**src/rtl/pcie_rx_merge_logic.sv**
```systemverilog
`default_nettype none
// ============================================================================
// Module      : pcie_rx_merge_logic
// Description : Drains the D0/D1 destination FIFOs with round-robin pops and
//               merges their words into one ordered stream through an internal
//               output FIFO with a configurable almost-full margin.
// Revision    : 1.0 - initial release
// ============================================================================
module pcie_rx_merge_logic #(
    parameter int DATA_WIDTH = 6,
    parameter int DEPTH      = 8,
    parameter int ADDR_WIDTH = 3
) (
    input  logic                  clk,
    input  logic                  reset,
    input  logic                  init,
    input  logic [3:0]            umbral_out,
    input  logic [DATA_WIDTH-1:0] data_in_D0,
    input  logic                  empty_fifo_D0,
    output logic                  D0_pop,
    input  logic [DATA_WIDTH-1:0] data_in_D1,
    input  logic                  empty_fifo_D1,
    output logic                  D1_pop,
    output logic [DATA_WIDTH-1:0] data_out,
    output logic                  valid_out,
    input  logic                  rd_ready,
    output logic                  error_out,
    output logic                  active_out,
    output logic                  idle_out
);

    // Wide enough to hold count + pending + umbral without overflow
    localparam int c_sum_w = ADDR_WIDTH + 4;
    localparam int c_cnt_w = ADDR_WIDTH + 1;
    localparam logic [c_sum_w-1:0] c_depth_s = c_sum_w'(DEPTH);
    localparam logic [c_cnt_w-1:0] c_depth_c = c_cnt_w'(DEPTH);

    typedef enum logic [2:0] {
        ST_RESET  = 3'd0,
        ST_INIT   = 3'd1,
        ST_IDLE   = 3'd2,
        ST_ACTIVE = 3'd3,
        ST_ERROR  = 3'd4
    } state_t;

    state_t                  r_state;
    logic [3:0]              r_umbral;
    logic [DATA_WIDTH-1:0]   r_mem [DEPTH];
    logic [ADDR_WIDTH-1:0]   r_wr_ptr;
    logic [ADDR_WIDTH-1:0]   r_rd_ptr;
    logic [c_cnt_w-1:0]      r_count;
    logic                    r_pend;      // a pop was issued last cycle
    logic                    r_pend_src;  // 1: that pop went to D1
    logic                    r_last;      // last served FIFO, 1 = D1

    logic [c_sum_w-1:0]      w_fill;
    logic                    w_pop_ok;
    logic                    w_want0;
    logic                    w_want1;
    logic                    w_full;
    logic                    w_wr;
    logic                    w_ovf;
    logic                    w_rd;
    logic [DATA_WIDTH-1:0]   w_cap_data;

    // Headroom includes the word already in flight so the margin is never overrun
    assign w_fill   = c_sum_w'(r_count) + c_sum_w'(r_pend) + c_sum_w'(r_umbral);
    assign w_pop_ok = ((r_state == ST_IDLE) || (r_state == ST_ACTIVE)) && (w_fill < c_depth_s);

    // Round-robin: on a tie the FIFO not served last wins
    assign w_want0 = !empty_fifo_D0 && (empty_fifo_D1 || r_last);
    assign w_want1 = !empty_fifo_D1 && (empty_fifo_D0 || !r_last);
    assign D0_pop  = w_pop_ok && w_want0;
    assign D1_pop  = w_pop_ok && w_want1;

    assign w_full     = (r_count == c_depth_c);
    assign w_wr       = r_pend && !w_full;
    assign w_ovf      = r_pend && w_full;
    assign w_cap_data = r_pend_src ? data_in_D1 : data_in_D0;

    assign valid_out = (r_count != '0);
    assign data_out  = r_mem[r_rd_ptr];
    assign w_rd      = valid_out && rd_ready;

    assign error_out  = (r_state == ST_ERROR);
    assign active_out = (r_state == ST_ACTIVE);
    assign idle_out   = (r_state == ST_IDLE);

    // Capture popped words, track in-flight pop and drain to the consumer
    always_ff @(posedge clk) begin
        if (reset) begin
            r_wr_ptr   <= '0;
            r_rd_ptr   <= '0;
            r_count    <= '0;
            r_pend     <= 1'b0;
            r_pend_src <= 1'b0;
            r_last     <= 1'b1;
            for (int i = 0; i < DEPTH; i++) begin
                r_mem[i] <= '0;
            end
        end else begin
            r_pend     <= D0_pop || D1_pop;
            r_pend_src <= D1_pop;
            if (D0_pop) begin
                r_last <= 1'b0;
            end else if (D1_pop) begin
                r_last <= 1'b1;
            end
            if (w_wr) begin
                r_mem[r_wr_ptr] <= w_cap_data;
                r_wr_ptr        <= r_wr_ptr + ADDR_WIDTH'(1);
            end
            if (w_rd) begin
                r_rd_ptr <= r_rd_ptr + ADDR_WIDTH'(1);
            end
            case ({w_wr, w_rd})
                2'b10:   r_count <= r_count + c_cnt_w'(1);
                2'b01:   r_count <= r_count - c_cnt_w'(1);
                default: r_count <= r_count;
            endcase
        end
    end

    // Control state machine; a dropped word forces the sticky error state
    always_ff @(posedge clk) begin
        if (reset) begin
            r_state  <= ST_RESET;
            r_umbral <= '0;
        end else begin
            case (r_state)
                ST_RESET: r_state <= ST_INIT;
                ST_INIT: begin
                    r_umbral <= umbral_out;
                    if (!init) begin
                        if ((r_umbral == 4'd0) || (c_sum_w'(r_umbral) >= c_depth_s)) begin
                            r_state <= ST_ERROR;
                        end else begin
                            r_state <= ST_IDLE;
                        end
                    end
                end
                ST_IDLE: begin
                    if (init) begin
                        r_state <= ST_INIT;
                    end else if (!empty_fifo_D0 || !empty_fifo_D1) begin
                        r_state <= ST_ACTIVE;
                    end
                end
                ST_ACTIVE: begin
                    if (init) begin
                        r_state <= ST_INIT;
                    end else if (empty_fifo_D0 && empty_fifo_D1 && !r_pend && (r_count == '0)) begin
                        r_state <= ST_IDLE;
                    end
                end
                ST_ERROR: r_state <= ST_ERROR;
                default:  r_state <= ST_RESET;
            endcase
            if (w_ovf) begin
                r_state <= ST_ERROR;
            end
        end
    end

endmodule
`default_nettype wire
```
**config.mk**
```make
export PLATFORM = sky130hd
export DESIGN_NAME = pcie_rx_merge_logic
export DESIGN_NICKNAME = d
export VERILOG_FILES = /design/src/rtl/pcie_rx_merge_logic.sv
export SDC_FILE = /design/constraint.sdc
export NUM_CORES = 1
export LEC_CHECK = 0
export ABC_AREA = 1
export CELL_PAD_IN_SITES_DETAIL_PLACEMENT = 1
export CELL_PAD_IN_SITES_GLOBAL_PLACEMENT = 2
export CORE_UTILIZATION = 38
export DETAILED_ROUTE_END_ITERATION = 8
export HOLD_SLACK_MARGIN = 0.02
export PLACE_DENSITY_LB_ADDON = 0.1
export SYNTH_ARGS = -nofsm -noshare
export SYNTH_HDL_FRONTEND = slang
export SYNTH_SLANG_ARGS = --single-unit
```
**constraint.sdc**
```tcl
create_clock -name clk -period 4.2 [get_ports clk]
set_clock_uncertainty 0.05 [all_clocks]
set_input_delay 0.84 -clock clk [delete_from_list [all_inputs] [get_ports clk]]
set_output_delay 0.84 -clock clk [all_outputs]
set_load 0.02 [all_outputs]
```
**After elaboration in Yosys (flattened, before gate mapping)**

Memory sizes are Yosys's and may differ from the RTL's. A register that Yosys moved wholly into a read port is not among the register bits.
Cells that the tools add are included.

- Word-level logic and storage cells: 85
- Register bits: 20
- Memory bits (writable): 48
- Memories: 1

- Equality and inequality tests: 13
- $add $sub $neg: 6
- Reductions and logical operators: 32
- Order comparisons: 2
- Muxes and demuxes: 22

Memories:

| name | depth | width | rd ports | clocked after memory_dff | write ports | line | RTL |
|---|---|---|---|---|---|---|---|
| r_mem | 8 | 6 | 1 | 1 | 8 | 48 | `logic [DATA_WIDTH-1:0] r_mem [DEPTH];` |

Operators with widths:

| cell | count |
|---|---|
| 2-to-1 mux 3 bit | 10 |
| case mux 3 bit (5 select lines) | 1 |
| 2-to-1 mux 6 bit | 2 |
| logical AND 1 bit | 11 |
| zero test 4 bit | 2 |
| 2-to-1 mux 1 bit | 8 |
| inequality test 4 x 2 -> 1 bit, second input constant | 2 |
| case mux 4 bit (2 select lines) | 1 |
| adder 3 x 1 -> 3 bit, second input constant | 2 |
| adder 5 x 4 -> 6 bit | 1 |
| equality test 3 x 2 -> 1 bit, second input constant | 2 |
| logical OR 1 bit | 6 |
| less-than comparator 6 x 4 -> 1 bit, second input constant | 1 |
| inequality test 3 x 2 -> 1 bit, second input constant | 2 |
| AND reduction 3 bit | 2 |
| OR reduction 6 bit | 1 |
| adder 4 x 1 -> 5 bit | 1 |
| zero test 1 bit | 5 |
| adder 4 x 1 -> 4 bit, second input constant | 1 |
| equality test 4 bit, second input constant | 1 |
| greater-or-equal comparator 4 bit, second input constant | 1 |
| nonzero test 2 bit | 2 |
| nonzero test 4 bit | 1 |
| subtractor 4 x 1 -> 4 bit, second input constant | 1 |
| 8 further kinds | 8 |

**Depth between registers and ports, before layout**

Gate-level depths: netlist (run 1).

- Word-level depth: 8
- Mapped depth: 12
- Gate-level depth less buffers: 12

**Worst setup path before layout (run 1)**

OpenSTA, ideal clock, no wires.

- Path type: input to output
- Start point: input empty_fifo_D0
- End point: output D0_pop
- Arrival: 1278 ps
- Slack: 2032 ps
- Stages on the path: 3
- Buffers on the path: 0
- Cells stage by stage: inv_1 -> o21ai_0 -> nor2_1

- Cells in the longest elaborated chain, start to end: 3

RTL lines:

| element | line | RTL |
|---|---|---|
| from (decl) | 19 | `input logic empty_fifo_D0,` |
| zero test 1 bit | 71 | `assign w_want0 = !empty_fifo_D0 && (empty_fifo_D1 \|\| r_last);` |
| logical AND 1 bit | 71 |  |
| logical AND 1 bit | 73 | `assign D0_pop = w_pop_ok && w_want0;` |
| to (decl) | 20 | `output logic D0_pop,` |

No other way between the ends.

==> flow_metrics.tcl, run 1 <==
set metrics [dict create \
    residual_antenna_violating_net_count_after_detailed_routing 0 \
    synth_adder_area_share_pct 3.87 \
    synth.cell_area_sq_um 3430 \
    hp-class "flop to flop" \
    antenna_cells_inserted 0 \
    ys_seq_area_share_pct 55.5 \
    cts_max_level 3 \
    p_clk_share_pct 27.2 \
    io_pins 34 \
    post_synth_xor_area_fraction_pct 0.511 \
    port_buffers 33 \
    end_kind "output port" \
    yosys_warnings 0 \
    timing.final.crit_share_pct 86.9 \
    synth_compound_gate_area_share_pct 8.11 \
    synthSimpleGateAreaFrac_pct 21.4 \
    initial_utilization_pct 39.3 \
    p_comb_share_pct 30.6 \
    stdcell_area_sq_um 4070 \
    fin_nets 440 \
    cts.hold.buffers_added 0 \
    grt_pass1_vias 2739 \
    unrepaired_setup_endpoints_after_global_routing "false" \
    worst_ep_arrival_time_ns 2.76 \
    relSlewSlack_pct 28.4 \
    root_buffer "sky130_fd_sc_hd__clkbuf_8" \
    cts_made_buffers 9 \
    yosys_most_used_dff "sky130_fd_sc_hd__edfxtp_1" \
    drt_iter0_markers 76 \
    cts-resized-gates 0 \
    crit_required_ns 3.31 \
    largest_family_of_logic_cells_by_synthesized_area "simple AND/OR/NAND/NOR gates" \
    slew_viol_final 0 \
    track_usage_pct 20.5 \
    finalHoldViolCount 0 \
    grt_antenna_before_repair 0 \
    power.sequential.fraction_pct 42.2 \
    insertion_delay_ns 0.34 \
    overflow 0 \
    synth_top_area_cell "sky130_fd_sc_hd__edfxtp_1" \
    routability_driven_placement_congestion_ratio 0.820 \
    grt_first_pass_wirelength_um 14500 \
    yosysMostFrequentCell "sky130_fd_sc_hd__nor2_1" \
    floorplan.die_area_sq_um 9400 \
    mean_routed_wirelength_per_cell_um 17.3 \
    via_per_inst 4.98 \
    crit_fanout 23 \
    hold_depth 2 \
    setup.reg_to_reg.worst_slack_ns 2.11 \
    synth_top_area_share_pct 42.1 \
    num_vias 2595 \
    die_x_um 97.0 \
    dominant_cells_by_area_after_synthesis "sky130_fd_sc_hd__edfxtp_1, sky130_fd_sc_hd__dfxtp_1, sky130_fd_sc_hd__nor2_1" \
    die_y_um 97.0 \
    post_synth_mux_area_share_pct 5.26 \
    cts_post_setup_buffers_inserted 0 \
    synthesis.nets 403 \
    synth.cells.most_frequent "sky130_fd_sc_hd__nor2_1, sky130_fd_sc_hd__nand2_1, sky130_fd_sc_hd__edfxtp_1" \
    post_synth_inst_count 371 \
    start_kind "flop" \
    peakVddDrop_v 0.000205 \
    std_cell_rows 34 \
    power.leakage_uw 0.00169 \
    detailed_place_hpwl_um 6880 \
    detailed_place.area_sq_um 3860 \
    post_route_cells_drive_above_1_share_pct 6.30 \
    clk_path_buf_depth 2 \
    cts_num_sinks 71 \
    drt-total-wl_um 9010 \
    power.switching_uw 759 \
    area.growth.synth_to_final_pct 18.8 \
    maxCapViolCount 0 \
    timing.setup.tns_ns 0 \
    layout_min_cycle_time_ns 3.65 \
    cellInternalPower_uw 1430 \
    power-per-cell-area_nw_per_um2 537 \
    grt_max_degree 25 \
    worst-setup-path-type "flop to output port" \
    rr_worst_depth 12 \
    status "complete, no violations" \
    timing.final.setup_violations 0 \
    avgSynthCellArea_sq_um 9.23 \
    worst_setup_hold_path_clk_slew_ns 0.07 \
    synth.lib_cells_used.distinct 28 \
    fp.coreArea_sq_um 8720 \
    ys_seq_elements 71 \
    worst-slew-pin-transition_ns 1.04 \
    post-route-drc-count 0 \
    synthArstFlopShare_pct 0 \
    power_switching_share_pct 34.7 \
    detailedRoute.firstPassIterationCount 4 \
    synth_edf_count 48 \
    tritoncts "built" \
    achievable-frequency_mhz 274 \
]
==> state kept, by name (all words and copies together), names as in the netlist, named ones only <==
name,cells
r_pend,1
r_wr_ptr,3
r_pend_src,1
r_umbral,4
r_rd_ptr,3
r_mem,48
r_count,4
r_state,3
r_last,1
==> metrics by stage <==
step	utilization, %	std cells	power (uW)	setup slack (ns)	hold WS, ns
after floorplan	-	371	1370	2.03	0.383
after global placement	44.2	505	1600	0.980	0.404
after detailed placement	44.2	505	1620	0.901	0.412
after CTS	46.7	521	2210	0.527	0.424
after global routing	46.7	521	2330	0.367	0.457
final	46.7	521	2190	0.551	0.421
==> cells by family (layout without fill, tap and decap cells) <==
family          after synthesis  after routing
flops                        71             71
mux                          18             18
xor+xnor                      2              2
buf+inv                      44             86
fa+ha+maj                    10             10
compound gates               52             52
simple gates                174            174
==> power by group through the flow <==
stage	Combinational, uW	Clock [uW]	Sequential, uW
6_report	669	595	922
5_1_grt	749	639	938
4_1_cts	681	606	924
3_5_place_dp	677	0	940
3_3_place_gp	661	0	937
2_1_floorplan	500	0	868
==> worst paths after layout <==
kind / start / end
max: flop / data_out[1]
min: r_rd_ptr[2]$_SDFFE_PP0P_ / r_rd_ptr[2]$_SDFFE_PP0P_
max reg2reg: r_count[0]$_SDFFE_PP0P_ / r_count[3]$_SDFFE_PP0P_
min reg2reg: r_rd_ptr[2]$_SDFFE_PP0P_ / r_rd_ptr[2]$_SDFFE_PP0P_
==> layout make-up <==
| type | instances | area (sq um) |
|---|---|---|
| flip-flops and latches | 71 | 1900 |
| inverters | 34 | 128 |
| multi-input cells | 256 | 1340 |
| well taps | 108 | 135 |
| clock buffers | 10 | 128 |
| fillers | 1003 | 4650 |
| repair buffers | 36 | 353 |
| clock inverters | 6 | 85.1 |
==> layer usage <==
layer | vias to the layer above | part of all wire (%) | GRT usage [%] | wire length [um]
li1 | 1319 | - | - | -
met1 | 1223 | 44 | 25.0 | 3940
met2 | 44 | 52 | 36.2 | 4640
met3 | 9 | 3.2 | 3.68 | 288
met4 | 0 | 1.6 | 6.89 | 144
met5 | - | 0 | 0 | 0
==> critical path, stage by stage, from the launching register on <==
cell and delay (ns):
sky130_fd_sc_hd__dfxtp_1 0.94, sky130_fd_sc_hd__inv_1 0.42, sky130_fd_sc_hd__nor2_1 0.22, sky130_fd_sc_hd__o22ai_1 0.13
sky130_fd_sc_hd__nand2_1 0.12, sky130_fd_sc_hd__nand2_1 0.06, sky130_fd_sc_hd__clkdlybuf4s50_1 0.53
==> cells in the final DEF, fill, tap and decap left out, types with 2 or more instances in the layout <==
cell,count
sky130_fd_sc_hd__bufinv_16,2
sky130_fd_sc_hd__inv_1,32
sky130_fd_sc_hd__nor3_4,2
sky130_fd_sc_hd__o22ai_1,12
sky130_fd_sc_hd__edfxtp_1,48
sky130_fd_sc_hd__clkdlybuf4s50_1,33
sky130_fd_sc_hd__nand2_1,70
sky130_fd_sc_hd__dfxtp_1,23
sky130_fd_sc_hd__ha_1,9
sky130_fd_sc_hd__buf_4,3
sky130_fd_sc_hd__a21oi_1,15
sky130_fd_sc_hd__o21ai_0,23
sky130_fd_sc_hd__nor3_1,2
sky130_fd_sc_hd__nor2_1,80
sky130_fd_sc_hd__inv_2,2
sky130_fd_sc_hd__nand3_1,13
sky130_fd_sc_hd__nand3_2,2
sky130_fd_sc_hd__clkbuf_8,9
sky130_fd_sc_hd__mux2i_1,18
(Power assumes the default switching activity.)
==> run 2: changes to the inputs <==
- GPL_ROUTABILITY_DRIVEN: not set -> 0
- SLEW_MARGIN: not set -> 20
==> results of run 2 <==
Same layout as run 1: the final DEF is identical, and so are final timing and power.
==> run 3: changes to the inputs <==
- CAP_MARGIN: not set -> 20
==> results of run 3 <==
Same layout as run 1: the final DEF is identical, and so are final timing and power.
==> variant: new RTL, flow settings as in run 3 <==
`ADDR_WIDTH`: 3 -> 4.
--- a/src/rtl/pcie_rx_merge_logic.sv
+++ b/src/rtl/pcie_rx_merge_logic.sv
@@ -11,3 +11,3 @@
     parameter int DEPTH      = 8,
-    parameter int ADDR_WIDTH = 3
+    parameter int ADDR_WIDTH = 4
 ) (
Formal check against the unedited RTL: no difference found for any inputs over 10 cycles, from zero or initial values and one cycle with reset high; that may be too few to reach the edited logic, so the function may still have changed.
==> variant against run 3 <==
The run now ends with DRC left; sequential cell count rose by 1; register-to-register slack lost 0.46 ns; synthesized area is 1.7% higher; via count grew 8.1%; setup slack better by 0.24 ns; critical path depth unchanged; power grew 14%; critical path type unchanged; cell area is 3.0% higher; wire length decreased by 0.39%; clock power increased by 14%; cell count increased by 2.9%; global-route usage down 0.052 points; critical endpoint is now data_out[0].
==> variant: results (changes against run 3) <==
| Metric | Value |
|---|---|
| Hold WC Path Type | `reg -> reg (unchanged)` |
| Clock buffer depth | `2 (unchanged)` |
| Hpwl dp | `6.598 mm (was 6.884 mm)` |
| Max reg flops | `48 (unchanged)` |
| Non-Filler Instances | `536 (was 521)` |
| Htree depth | `3 (unchanged)` |
| Hold Startpoint | `r_last$_SDFFE_PP1P_ (was r_rd_ptr[2]$_SDFFE_PP0P_)` |
| Biggest regs | `r_mem x48, r_count x5, r_umbral x4 (was r_mem x48, r_count x4, r_umbral x4)` |
| Vias in the first global route | `2,974 (was 2,739)` |
| Total GRT Usage | `20.42% (was 20.47%)` |
| Total CTS buffers | `9 (unchanged)` |
| Sequential-to-total area share from yosys stat | `55.15% (was 55.51%)` |
| Post-DR wirelength/cell | `16.74 um (was 17.29 um)` |
| Syn nets | `416 (was 403)` |
| # resized after CTS | `0 (unchanged)` |
| Top cells by area, synth | `edfxtp_1 41%, dfxtp_1 14%, nor2_1 9.6% (was edfxtp_1 42%, dfxtp_1 13%, nor2_1 8.8%)` |
| Worst-path clk slew | `approximately 0.080 ns` |
| Worst-Skew Late Latency | `0.34 ns (about the same)` |
| DP Worst Slack | `1.028 ns (was 0.9013 ns)` |
| Hold Fails Final Rpt | `0 (unchanged)` |
| Slew Limit Headroom | `35.45% (was 28.35%)` |
| CP delay by family, top | `buffers and inverters (unchanged)` |
| Leakage | `1.757 nW (was 1.686 nW)` |
| Peak VDD IR | `0.2516 mV (was 0.2052 mV)` |
| Final #Nets | `456 (was 440)` |
| Placed cells | `520 (was 505)` |
| Synth Flop Type | `edfxtp_1 (unchanged)` |
| Reg2reg start | `r_count[0]$_SDFFE_PP0P_ (unchanged)` |
| Post-synth EDFFs | `48 (unchanged)` |
| Slowest-stage cell, CP | `dfxtp_1 (unchanged)` |
| Violated checks | `DRC` |
| Layout cells sized above 1 | `6.075% (was 6.295%)` |
| Critical Path Max Stage Delay | `0.72 ns (was 0.94 ns)` |
| Largest net degree at the start of global routing | `25 (unchanged)` |
| Vias/cell | `5.233 (was 4.981)` |
| Yosys cell types | `25 (was 28)` |
| Initial antenna violation count | `0 (unchanged)` |
| Post CTS Setup Buffer Count | `0 (unchanged)` |
| DRT Pass-1 Iters | `8 (was 4)` |
| CP Class | `reg -> out (unchanged)` |
| Antenna Cells | `0 (unchanged)` |
| Wire length of the first global-routing pass | `14.67 mm (was 14.51 mm)` |
| Post-synth top cells | `89 x nor2_1, 67 x nand2_1, 48 x edfxtp_1 (was 80 x nor2_1, 70 x nand2_1, 48 x edfxtp_1)` |
| Critical path peak fanout | `14 (was 23)` |
| Clock Tree Root | `clkbuf_8 (unchanged)` |
| Port Buffer Count | `33 (unchanged)` |
| Syn. warnings | `0 (unchanged)` |
| DR iter-0 viols | `99 (was 76)` |
| Syn Area/Cell | `9.098 um2 (was 9.234 um2)` |
| DRC errors left | `6 (was 0)` |
| Status | `finished, violations left (was complete, no violations)` |
| DP Area | `0.003949 mm2 (was 0.003859 mm2)` |
| Async SR Flop Fraction | `0% (unchanged)` |
| Worst hold slack | `0.4318 ns (was 0.4210 ns)` |
variant: cell types whose count changed in the layout (fill, tap and decap cells not counted), moves of 2 or more:
| cell | change |
|---|---|
| buf_4 | +2 |
| inv_1 | +3 |
| nand2_1 | -3 |
| nor2_1 | +9 |
| o21ai_0 | +2 |
| inv_2 | -2 |
| inv_6 | +2 |
variant: kinds of logic after synthesis:
family / share of synthesized area (%)
AOI/OAI and AO/OA: 8.474
DFF: 55.15
and+or+nand+nor: 21.29
adders and majority gates: 4.165
buffers and inverters: 4.991
xor gates and xnor gates: 0.7542
muxes: 5.170
variant: cell type report:
cell class | count | area (um2)
clock inverter | 6 | 115.1
fill | 1046 | 4614
sequential | 72 | 1922
inverter | 36 | 135.1
clock buffer | 10 | 127.6
tap | 108 | 135.1
timing repair buffer | 38 | 367.9
multi-input combinational | 266 | 1389
variant: worst paths after layout:
check                           slack (ns)                      end  cells after the start
worst max register to register        1.65  r_count[3]$_SDFFE_PP0P_                     13
worst max-delay path                  0.79              data_out[0]                      6
worst min-delay path                  0.43      r_last$_SDFFE_PP1P_                      2
worst min register to register        0.43      r_last$_SDFFE_PP1P_                      2
variant: worst reg2reg max path: cells and delay by family, from the launching register on:
family	cells	cell delay, ns
buffers and inverters	3	0.30
AO/OA/AOI/OAI	3	0.43
flip-flops	1	0.36
AND/OR/NAND/NOR	5	0.69
adder cells (fa/ha/maj)	2	0.65
variant: report_power, final:
group	leakage (nW)	switching [W]	internal [W]
Sequential	0.692	0.000116	0.000842
Clock	0.117	0.000280	0.000399
Combinational	0.947	0.000506	0.000342
Total	1.76	0.000903	0.00158
variant: layer usage:
metal	vias to the layer above	track usage, %	share of wire, %
li1	1372	-	-
met1	1369	23.68	45
met2	55	37.04	51
met3	9	4.581	3.2
met4	0	7.110	1.4
met5	-	0	0
